## config.mk

```make
export PLATFORM = sky130hd
export DESIGN_NAME = sprite_animator
export DESIGN_NICKNAME = d
export VERILOG_FILES = /design/src/rtl/sprite_animator.sv
export SDC_FILE = /design/constraint.sdc
export NUM_CORES = 1
export LEC_CHECK = 0
export CORE_UTILIZATION = 69
export CTS_BUF_LIST = sky130_fd_sc_hd__clkbuf_2
export CTS_CLUSTER_SIZE = 8
export DETAILED_ROUTE_END_ITERATION = 6
export DONT_BUFFER_PORTS = 1
export GPL_TIMING_DRIVEN = 1
export PLACE_DENSITY_LB_ADDON = 0.08
export REMOVE_ABC_BUFFERS = 1
export SYNTH_ARGS = -nofsm -noshare
export SYNTH_HDL_FRONTEND = slang
export SYNTH_SLANG_ARGS = --single-unit
export TNS_END_PERCENT = 1
```

## constraint.sdc

```tcl
create_clock -name clk -period 5.6 [get_ports clk]
set_input_delay 0.28 -clock clk [delete_from_list [all_inputs] [get_ports clk]]
set_output_delay 0.28 -clock clk [all_outputs]
set_load 0.01 [all_outputs]
```

## src/rtl/sprite_animator.sv

```systemverilog
// Sprite animation and rendering engine: frame sequencing, screen-to-sprite mapping,
// ROM read and tint/transparency stage. Optional SPRITE_ANIM_VSYNC_EN latches ROM state/frame at pixel 0.
module sprite_animator #(
  parameter int unsigned SCREEN_W    = 96,
  parameter int unsigned SCREEN_H    = 64,
  parameter int unsigned PIX_W       = 13,
  parameter int unsigned NUM_STATES  = 8,
  parameter int unsigned MAX_FRAMES  = 4,
  parameter int unsigned TICK_DIV    = 4_500_000,
  parameter logic [15:0] TRANSPARENT = 16'hFFFF,
  localparam int unsigned SW = $clog2(NUM_STATES),
  localparam int unsigned FW = $clog2(MAX_FRAMES)
) (
  input  logic             clk,
  input  logic             rst_n,
  input  logic             pix_valid,
  input  logic [PIX_W-1:0] pixel_index,
  input  logic [6:0]       pos_x,
  input  logic [6:0]       pos_y,
  input  logic             mirror,
  input  logic [1:0]       tint,
  input  logic [SW-1:0]    anim_state,
  input  logic [FW:0]      anim_len,
  input  logic             anim_loop,
  output logic             rom_en,
  output logic [SW-1:0]    rom_state,
  output logic [FW-1:0]    rom_frame,
  output logic [PIX_W-1:0] rom_addr,
  input  logic [15:0]      rom_colour,
  output logic             colour_valid,
  output logic [15:0]      colour,
  output logic             opaque,
  output logic [FW-1:0]    frame_idx,
  output logic             anim_done
);

  localparam int unsigned CW = (TICK_DIV > 1) ? $clog2(TICK_DIV) : 1;
  localparam int unsigned XW = PIX_W + 1;
  localparam logic [CW-1:0]        TICK_LAST  = CW'(TICK_DIV - 1);
  localparam logic [FW-1:0]        FRAME_MAX  = FW'(MAX_FRAMES - 1);
  localparam logic [PIX_W-1:0]     SCR_W_U    = PIX_W'(SCREEN_W);
  localparam logic signed [XW-1:0] CANVAS_W   = XW'(SCREEN_W);
  localparam logic signed [XW-1:0] CANVAS_H   = XW'(SCREEN_H);
  localparam logic signed [XW-1:0] HALF_W     = XW'(SCREEN_W / 2);
  localparam logic signed [XW-1:0] HALF_H     = XW'(SCREEN_H / 2);

  // Animation sequencer
  logic [CW-1:0] tick_cnt_q;
  logic [SW-1:0] prev_state_q;
  logic [FW-1:0] frame_q;
  logic          done_fired_q;
  logic          state_chg, tick, at_end;
  logic [FW:0]   len_eff, last_frame;
  logic [FW-1:0] cur_frame;

  always_comb begin
    state_chg  = (anim_state != prev_state_q);
    tick       = (tick_cnt_q == TICK_LAST);
    len_eff    = (anim_len == '0) ? {{FW{1'b0}}, 1'b1} : anim_len;
    last_frame = len_eff - 1'b1;
    // Also stop at the last storable frame so an oversized anim_len cannot wrap the index.
    at_end     = ({1'b0, frame_q} >= last_frame) || (frame_q == FRAME_MAX);
    cur_frame  = state_chg ? '0 : frame_q;
  end

  always_ff @(posedge clk or negedge rst_n) begin
    if (!rst_n) begin
      tick_cnt_q   <= '0;
      prev_state_q <= '0;
      frame_q      <= '0;
      done_fired_q <= 1'b0;
      anim_done    <= 1'b0;
    end else begin
      prev_state_q <= anim_state;
      anim_done    <= 1'b0;
      if (state_chg) begin
        tick_cnt_q   <= '0;
        frame_q      <= '0;
        done_fired_q <= 1'b0;
      end else begin
        tick_cnt_q <= tick ? '0 : tick_cnt_q + 1'b1;
        if (tick) begin
          if (!at_end) begin
            frame_q      <= frame_q + 1'b1;
            done_fired_q <= 1'b0;
          end else if (anim_loop) begin
            frame_q <= '0;
          end else if (!done_fired_q) begin
            anim_done    <= 1'b1;
            done_fired_q <= 1'b1;
          end
        end
      end
    end
  end

  assign frame_idx = frame_q;

  // ROM state/frame select
  logic [SW-1:0] rd_state;
  logic [FW-1:0] rd_frame;

`ifdef SPRITE_ANIM_VSYNC_EN
  logic [SW-1:0] disp_state_q;
  logic [FW-1:0] disp_frame_q;
  logic          vsync_load;

  always_comb begin
    vsync_load = pix_valid && (pixel_index == '0);
    rd_state   = vsync_load ? anim_state : disp_state_q;
    rd_frame   = vsync_load ? cur_frame  : disp_frame_q;
  end

  always_ff @(posedge clk or negedge rst_n) begin
    if (!rst_n) begin
      disp_state_q <= '0;
      disp_frame_q <= '0;
    end else if (vsync_load) begin
      disp_state_q <= anim_state;
      disp_frame_q <= cur_frame;
    end
  end
`else
  always_comb begin
    rd_state = anim_state;
    rd_frame = cur_frame;
  end
`endif

  // Screen to sprite-local mapping
  logic [PIX_W-1:0]        col_u, row_u;
  logic signed [XW-1:0]    col_s, row_s, px_s, py_s, lx, ly, addr_s;
  logic                    in_bounds;

  always_comb begin
    col_u     = pixel_index % SCR_W_U;
    row_u     = pixel_index / SCR_W_U;
    col_s     = $signed({1'b0, col_u});
    row_s     = $signed({1'b0, row_u});
    px_s      = $signed({{(XW-7){1'b0}}, pos_x});
    py_s      = $signed({{(XW-7){1'b0}}, pos_y});
    lx        = mirror ? (px_s + HALF_W - col_s) : (col_s - px_s + HALF_W);
    ly        = row_s - py_s + HALF_H;
    in_bounds = !lx[XW-1] && (lx < CANVAS_W) && !ly[XW-1] && (ly < CANVAS_H);
    addr_s    = ly * CANVAS_W + lx;
  end

  // Stage 1: ROM request; stage 2 side-band tracks the ROM data register
  logic       v1_q, inb1_q, v2_q, inb2_q;
  logic [1:0] tint1_q, tint2_q;

  always_ff @(posedge clk or negedge rst_n) begin
    if (!rst_n) begin
      rom_en    <= 1'b0;
      rom_state <= '0;
      rom_frame <= '0;
      rom_addr  <= '0;
      v1_q      <= 1'b0;
      inb1_q    <= 1'b0;
      tint1_q   <= '0;
      v2_q      <= 1'b0;
      inb2_q    <= 1'b0;
      tint2_q   <= '0;
    end else begin
      rom_en    <= pix_valid && in_bounds;
      rom_state <= rd_state;
      rom_frame <= rd_frame;
      rom_addr  <= addr_s[PIX_W-1:0];
      v1_q      <= pix_valid;
      inb1_q    <= in_bounds;
      tint1_q   <= tint;
      v2_q      <= v1_q;
      inb2_q    <= inb1_q;
      tint2_q   <= tint1_q;
    end
  end

  // Stage 3: transparency key and tint
  logic [15:0] tinted;

  always_comb begin
    tinted = rom_colour;
    unique case (tint2_q)
      2'd1:    tinted = {rom_colour[15:11], 1'b0, rom_colour[10:6], rom_colour[4:0]};
      2'd2:    tinted = {1'b0, rom_colour[15:12], rom_colour[10:0]};
      2'd3:    tinted = {rom_colour[15:5], 1'b0, rom_colour[4:1]};
      default: tinted = rom_colour;
    endcase
  end

  always_ff @(posedge clk or negedge rst_n) begin
    if (!rst_n) begin
      colour_valid <= 1'b0;
      colour       <= TRANSPARENT;
      opaque       <= 1'b0;
    end else begin
      colour_valid <= v2_q;
      if (v2_q && inb2_q && (rom_colour != TRANSPARENT)) begin
        colour <= tinted;
        opaque <= 1'b1;
      end else begin
        colour <= TRANSPARENT;
        opaque <= 1'b0;
      end
    end
  end

endmodule

```

# Word level (Yosys, flattened, before mapping)
# Cells that the tools add are included.
# totals
inputBits	56
elab_cells	76
register_bits	72
out_inout_bits	40
# op_classes
n_lt_le_gt_ge	3
eq_ne	9
muxes	21
n_mul	1
n_div	2
add_sub_neg	10
n_reduce_logical	13
# op_table
cell	n
$pmux W16 S3	1
$mux W23	2
$add A14 B7 Y14 const B	2
$lt A14 B8 Y1 const B	2
$sub A13 B7 Y14	2
$add A23 B1 Y23 const B	1
$eq A23 B23 Y1 const B	1
$mux W16	1
$ne A16 B16 Y1 const B	1
$mul A14 B3 Y8 const B	1
$mux W14	1
$sub A8 B13 Y14	1
$add A13 B13 Y13	1
$div A13 B7 Y13 const B	1
$mod A13 B7 Y13 const B	1
$mux W1	10
$mux W2	5
$add A7 B6 Y8 const B	1
$eq A2 B2 Y1 const B	3
$logic_and A1 B1 Y1	6
$ne A3 B3 Y1 const B	2
$reduce_and A2 Y1	2
$ge A2 B3 Y1	1
$logic_not A3 Y1	1
other kinds (8)	9

# Longest topological paths before layout
# Gate-level depths: netlist (run 1).
# depth
depth_word	9
ltp_mapped	28

# Worst setup path after synthesis (run 1)
# No wires, ideal clock.
# synth_path
kind	input -> register
start	in pixel_index[11]
end	reg rom_addr[12]
cell_stages	23
setup_time_ps	80
arrival_time_ps	4745
path_slack_ps	775
cell_sequence	buf_4 -> nor2b_1 -> mux2_2 -> o2111ai_2 -> o211ai_4 -> or3_1 -> a211o_1 -> o311a_1 -> ha_1 -> ha_1 -> nor3b_1 -> a311oi_1 -> nand2_1 -> xnor2_1 -> mux2i_1 -> inv_1 -> ha_1 -> a21oi_1 -> nor2b_1 -> o21a_1 -> o41ai_1 -> xnor2_1 -> xnor2_1
# synth_via
elab_chain_len	5
word_cells_on_any_way	10
cone_classes	6 x add/sub; 1 x mul; 2 x div; 1 x mux
# synth_lines
element	line	source
from (decl)	17	input logic [PIX_W-1:0] pixel_index,
$div A13 B7 Y13 or $mod A13 B7 Y13 (tied branches)	137, 136	
$sub A13 B7 Y14 (on tied branches)	143, 142	
$add A14 B7 Y14 (on tied branches)	143, 142	
$mul A14 B3 Y8 or $mux W14 (tied branches)	145, 142	
$add A13 B13 Y13 (*)	145	addr_s = ly * CANVAS_W + lx;
via addr_s[12]	132	logic signed [XW-1:0] col_s, row_s, px_s, py_s, lx, ly, addr_s;
to (signal assigned)	168	rom_addr <= addr_s[PIX_W-1:0];
to (decl)	28	output logic [PIX_W-1:0] rom_addr,
# The timed path passes the listed nets; every way through them passes the cells marked *.
# A chain may end at the register's enable or synchronous reset.

# Worst setup path after layout (run 1)
# layout_path
start	in pixel_index[9]
end	reg rom_addr[12]
# The elaborated chain is that of the path after synthesis.

==> results of run 1 <==
## final timing paths
check,end,slack (ns),cells after the start
max,rom_addr[12],1.01,21
min,rom_en,0.006,3
max reg2reg,tick_cnt_q[16],3.27,6
min reg2reg,v2_q,0.36,0
max in group asynchronous,colour[2],4.99,2
min in group asynchronous,rom_addr[0],0.29,2
## per-stage QoR
step           worst slack [ns]  total power, W  instance area [um^2]  utilization (%)
2_1_floorplan             0.746         0.00163                  5980                -
3_3_place_gp              0.658         0.00180                  6120             73.4
3_5_place_dp              0.495         0.00187                  6120             73.4
4_1_cts                    1.04         0.00217                  6590             79.0
5_1_grt                   0.671         0.00235                  6590             79.0
6_report                   1.01         0.00219                  6590             79.0
## worst max-delay path, cell delays in order
cell and delay [ns]:
nor2b_1 0.15, buf_4 0.16, a221o_1 0.33, o221a_1 0.22
a32o_2 0.27, nor2_1 0.23, ha_1 0.28, ha_1 0.23
fa_1 0.41, xor2_1 0.19, ha_1 0.35, ha_1 0.32
a21o_1 0.18, a21oi_1 0.23, xnor2_1 0.17, ha_1 0.30
nor3_1 0.22, nor2_1 0.08, o41ai_1 0.08, xnor2_1 0.20
xnor2_1 0.14
## layer usage
layer / vias to the layer above / track usage, %
li1: 2458 / -
met1: 2380 / 35.2
met2: 185 / 54.2
met3: 37 / 6.78
met4: 0 / 11.6
met5: - / 0
## Yosys cell counts (all sizes together) (10+ instances only)
cell and count:
o21ai 23, nor2b 10, inv 57, dfrtp 56
nor3 15, xor2 22, ha 72, nand2 55
buf 15, nor2 69, xnor2 36, nand3 31
dfstp 16, nand2b 13, a21oi 35
## logic make-up (layout without fill, tap and decap cells)
| family | count (synthesis) | count (layout) | share of synthesized area, % |
|---|---|---|---|
| and+or+nand+nor | 238 | 238 | 19.5 |
| AOI/OAI and AO/OA | 134 | 134 | 16.2 |
| adders and majority gates | 82 | 82 | 17.6 |
| buffers and inverters | 81 | 110 | 5.52 |
| DFF | 72 | 72 | 30.2 |
| xor gates and xnor gates | 58 | 58 | 8.42 |
| muxes | 14 | 14 | 2.43 |
| other | 2 | 20 | 0.125 |
## power by group through the flow
stage	sequential [W]	clock, W	combinational [W]
floorplan	0.000627	0	0.00101
global placement	0.000640	0	0.00116
detailed placement	0.000640	0	0.00123
CTS	0.000631	0.000264	0.00127
global route	0.000636	0.000284	0.00142
finish	0.000631	0.000263	0.00129
## sequential cells by signal (all words and copies together), names as in the netlist, 2 cells and up
name,cells
colour,16
frame_idx,2
rom_addr,13
rom_frame,2
rom_state,3
tick_cnt_q,23
tint1_q,2
tint2_q,2
## final cells by class
cell class | count | area, um^2 | share of cell area [%]
inverter | 58 | 218 | 3.31
sequential | 72 | 1820 | 27.7
multi-input combinational | 546 | 3940 | 59.9
clock inverter | 7 | 52.6 | 0.798
clock buffer | 9 | 45.0 | 0.684
timing repair buffer | 36 | 375 | 5.70
tap | 105 | 131 | 1.99
## what timing repair did
action | in CTS | in global routing
setup buffers | 0 | 0
hold endpoints to repair | 101 | 0
hold buffers | 35 | 0
==> summary.md, run 1 <==
| Metric | Value |
|---|---|
| Final GP Congestion | `between 0.8 and 0.9` |
| Synth area leader | `dfrtp_1` |
| Post-route ant nets | `0` |
| Pre-antenna DRT Iters | `6` |
| Comb pwr share | `between 50 and 60%` |
| Setup crit start | `pixel_index[9]` |
| CP endpoint kind | `flop` |
| Fin Hold WS | `about 0.0055 ns` |
| Height of the die | `~95 um` |
| Fin Setup TNS | `0 ns` |
| Largest net degree at the start of global routing | `73` |
| WL per Instance | `roughly 16 um` |
| Relative max-transition margin | `a little under two fifths` |
| Metal3 WL | `963 um` |
| Via Count | `5,060` |
| Ranking of synthesized cells by area | `dfrtp_1 23%, ha_1 15%, dfstp_2 7.0%` |
| Finish-stage setup viols | `0` |
| Highest Signal Layer | `met4` |
| Worst EP required | `a little over 6 ns` |
| Core area | `8340 um^2` |
| Final HPWL DP | `just over 9000 um` |
| I/O pins | `96` |
| Fin. Hold Viols | `0` |
| Fmax | `218 MHz` |
| All-layer global routing usage | `a little under a third` |
| Vias in the first global route | `approximately 5,000` |
| Power Density | `between 300 and 400 nW/um^2` |
| Port bufs | `0` |
| WP data arrival | `about 5 ns` |
| Main synth FF type | `dfrtp_1` |
| Int Pwr | `0.00125 W` |
| DIE WIDTH | `roughly 95 um` |
| Vias per inst | `6.07` |
| Clk_skew | `~0.016 ns` |
| Initial DRC count | `approximately 200` |
| Filler cell count in the final layout | `between 500 and 600` |
| Hold/Removal Path Class | `in2reg` |
| Inserted Diodes | `0` |
| # clock sinks | `72` |
| Synth Register Bits | `72` |
| Unrepaired setup endpoints after global routing | `no` |
| Seq/Total Area, Yosys | `between 30% and 40%` |
| Fin cells | `about 830` |
| Clock Path Buffers | `2` |
| Final wirelength | `between 10,000 and 15,000 um` |
| Clock latency on the worst-skew pair | `0.53 ns` |
| Mean post-synth cell area | `roughly 8.9 um^2` |
| Sw Share | `a little over two fifths` |
| H-tree depth | `3` |
| Psw | `0.000935 W` |
| Status | `completed` |
| Number of CTS-inserted buffers | `9` |
| GR Overflow Total | `0` |
| Critical path fanouts, max | `16` |
| Static leakage | `~3 nW` |
| Share of synthesized registers carrying an async set or reset | `100%` |
| Met2 wire length | `6670 um` |
| Mapped cell area | `between 6000 and 7000 um^2` |
| Inst Count DP | `a little under 800` |
| Max VDD drop | `0.000315 V` |
| Area growth from synthesis to layout | `9.23%` |
| Root buffer cell | `clkbuf_2` |
| CP startpoint kind | `primary input` |
| CTS tree | `built` |
| HP Start | `mirror` |
| Synth Warn # | `0` |
| Minimum clock period | `between 4 and 5 ns` |
| Commonest non-fill, non-tap cell in the layout | `ha_1` |
| Nets | `about 860` |
| Clock share of power | `a little under an eighth` |
| Max Cap Viol | `0` |
| First-pass GRT wire length | `approximately 22,000 um` |
| Worst r2r src | `tick_cnt_q[0]` |
| Initial antenna violation count | `0` |
| Met1 wire length | `between 5000 and 6000 um` |
| Seq pwr share | `between 20% and 30%` |
| Slew Limit Fails | `0` |
| Full die area | `9120 um^2` |
| Clock-pin slew on the worst setup and hold paths | `roughly 0.21 ns` |
| Post-synth EDFFs | `0` |
| Initial Utilization | `between 70 and 80%` |
| Gate Count Post-Synth | `about 680` |
| Post-CTS Resized | `0` |
| Row Count | `33` |
| Tightest Pin Transition | `0.929 ns` |
| Synth top area share | `between 20% and 30%` |
| Crit Path Class | `in2reg` |
| Fraction of layout cells with a size suffix above 1 | `under 10%` |
| Period utilisation layout | `between 80 and 90%` |
| Distinct cells, synth | `83` |
| Most frequent cells in the layout | `72 x ha_1, 69 x nor2_1, 57 x inv_1` |
| DRC | `0` |
Note: power is estimated with default switching activity, not from simulation.
==> run 2: changes to the inputs <==
--- a/config.mk
+++ b/config.mk
@@ -5,7 +5,7 @@
 export SDC_FILE = /design/constraint.sdc
 export NUM_CORES = 1
 export LEC_CHECK = 0
-export CORE_UTILIZATION = 69
+export CORE_UTILIZATION = 67
 export CTS_BUF_LIST = sky130_fd_sc_hd__clkbuf_2
 export CTS_CLUSTER_SIZE = 8
 export DETAILED_ROUTE_END_ITERATION = 6
==> constraint.sdc (replaced) <==
create_clock -name clk -period 4.8 [get_ports clk]
set_input_delay 0.24 -clock clk [delete_from_list [all_inputs] [get_ports clk]]
set_output_delay 0.24 -clock clk [all_outputs]
set_load 0.01 [all_outputs]
==> summary.md, run 2 (same netlist as run 1, synthesis figures left out) <==
| Metric | Value |
|---|---|
| H-tree depth | `3` |
| Initial antenna violation count | `0` |
| Crit-path leading delay family | `compound AO/OA/AOI/OAI gates` |
| Worst EP required | `5.26 ns` |
| WL per Instance | `about 16 um` |
| Max VDD drop | `~0.00036 V` |
| CP startpoint kind | `primary input` |
| Most frequent cells in the layout | `72 x ha_1, 69 x nor2_1, 57 x inv_1` |
| Post-route ant nets | `0` |
| Status | `complete, but fails checks` |
| Top Registers | `tick_cnt_q (23), colour (16), rom_addr (13)` |
| Hold/Removal Path Class | `in2reg` |
| First-pass GRT wire length | `between 20,000 and 25,000 um` |
| Setup crit start | `pixel_index[9]` |
| Clk_skew | `0.0805 ns` |
| Clock-pin slew on the worst setup and hold paths | `0.31 ns` |
| Buf/Inv on CP | `2` |
| Nets | `880` |
| GR Overflow Total | `0` |
| Largest reg by FF count | `tick_cnt_q` |
| Relative max-transition margin | `approximately 37%` |
| Final HPWL DP | `roughly 9400 um` |
| Fraction of layout cells with a size suffix above 1 | `between 10% and 20%` |
| Port bufs | `0` |
| Worst r2r path cells | `6` |
| Finish-stage setup viols | `0` |
| Hold endpoint | `rom_frame[1]` |
| Final GP Congestion | `0.887` |
| CP cell instances | `or2b_1, a21oi_1, o22ai_1, o21ai_0, a32o_2, nor2_1, buf_4, o311a_1, ha_1, ha_1, nor3b_1, a311oi_1, nand2_1, xnor2_1, mux2i_1, inv_1, ha_1, a21oi_1, nor2b_1, o21a_1, o41ai_1, xnor2_1, xnor2_1` |
| Root buffer cell | `clkbuf_2` |
| All-layer global routing usage | `around 30%` |
| Post-Route Utilization | `between 70% and 80%` |
| CP endpoint kind | `flop` |
| Height of the die | `~97 um` |
| Clock latency on the worst-skew pair | `about 0.56 ns` |
| Core area | `just under 9000 um^2` |
| I/O pins | `96` |
| Commonest non-fill, non-tap cell in the layout | `ha_1` |
| CTS tree | `built` |
| RR Endpoint | `tick_cnt_q[19]` |
| Slew Limit Fails | `0` |
| Period utilisation layout | `92.1%` |
| Minimum clock period | `about 4.4 ns` |
| Pre-antenna DRT Iters | `7` |
| Initial Utilization | `between 60 and 70%` |
| Fmax | `about 230 MHz` |
| Largest net degree at the start of global routing | `73` |
| Fin. Hold Viols | `1` |
| Crit-path max cell delay | `roughly 0.36 ns` |
| R2R setup slack | `2.39 ns` |
| Fin Setup TNS | `0 ns` |
| Unrepaired setup endpoints after global routing | `no` |
| DRC | `1` |
| Inserted Diodes | `0` |
| Static leakage | `between 3 and 4 nW` |
| Max Cap Viol | `0` |
| Critical path fanouts, max | `16` |
| Full die area | `9380 um^2` |
| Initial DRC count | `~260` |
| Final wirelength | `roughly 13,000 um` |
| DIE WIDTH | `96.9 um` |
| Worst Hold Depth | `3` |
| Fin Hold WS | `-0.0153 ns` |
| Crit Path Class | `in2reg` |
| Via Count | `~5,200` |
| Row Count | `34` |
| Clock Path Buffers | `2` |
| Max FFs per register | `23` |
| Failing checks | `design-rule violations, negative hold slack` |
| Post-CTS Resized | `0` |
| Power Density | `about 400 nW/um^2` |
| Crit-path slowest cell | `a311oi_1` |
| Vias in the first global route | `~5,100` |
| Vias per inst | `6.02` |
| Area growth from synthesis to layout | `12.4%` |
| Number of CTS-inserted buffers | `9` |
| WP data arrival | `about 4.9 ns` |
| Tightest Pin Transition | `0.947 ns` |
| # clock sinks | `~70` |
| HP Start | `anim_state[1]` |
| Worst r2r src | `tick_cnt_q[0]` |
## run 2: timing repair
item                       in CTS  in global routing
setup endpoints to repair       0                  0
hold buffers                   33                  1
setup buffers                   0                  0
hold endpoints to repair      102                  1
## run 2: routing by layer
metal	GRT usage [%]	wire length, um	vias to the layer above
met5	0	0	-
met4	11.6	407	0
met3	5.35	811	31
met2	50.1	6630	191
met1	37.7	5590	2456
li1	-	-	2493
## run 2: final cells by class
cell class	instances	area, um^2
clock buffers	9	45.0
clock inverters	7	71.3
fillers	593	1940
inverters	58	218
multi-input cells	546	3940
flip-flops and latches	72	1820
well taps	108	135
repair buffers	59	546
## run 2: tightest hold or removal path, stage by stage
cell and delay (ns):
xnor2_1 0.04, nand3_1 0.21, nor2_1 0.07
## run 2: power by group
group	switching [W]	internal [W]	leakage, nW	total [W]
sequential	0.0000538	0.000682	0.897	0.000735
combinational	0.000818	0.000841	2.15	0.00166
clock	0.000260	0.0000859	0.0740	0.000346
## run 2: worst max path at each step
stage / endpoint / slack [ns] / cells past startpoint
2_1_floorplan: rom_addr[12] / -0.01 / 22
3_3_place_gp: rom_addr[12] / 0.02 / 22
3_5_place_dp: rom_addr[12] / -0.09 / 22
4_1_cts: rom_addr[12] / 0.46 / 22
5_1_grt: rom_addr[12] / 0.13 / 23
6_report: rom_addr[12] / 0.38 / 23
## run 2: through the flow
step,std cells,setup WS (ns),power (W),area (um^2)
2_1_floorplan,676,-0.0140,0.00191,5980
3_3_place_gp,809,0.0250,0.00227,6300
3_5_place_dp,809,-0.0873,0.00233,6300
4_1_cts,858,0.458,0.00271,6770
5_1_grt,859,0.131,0.00294,6780
6_report,859,0.379,0.00274,6780
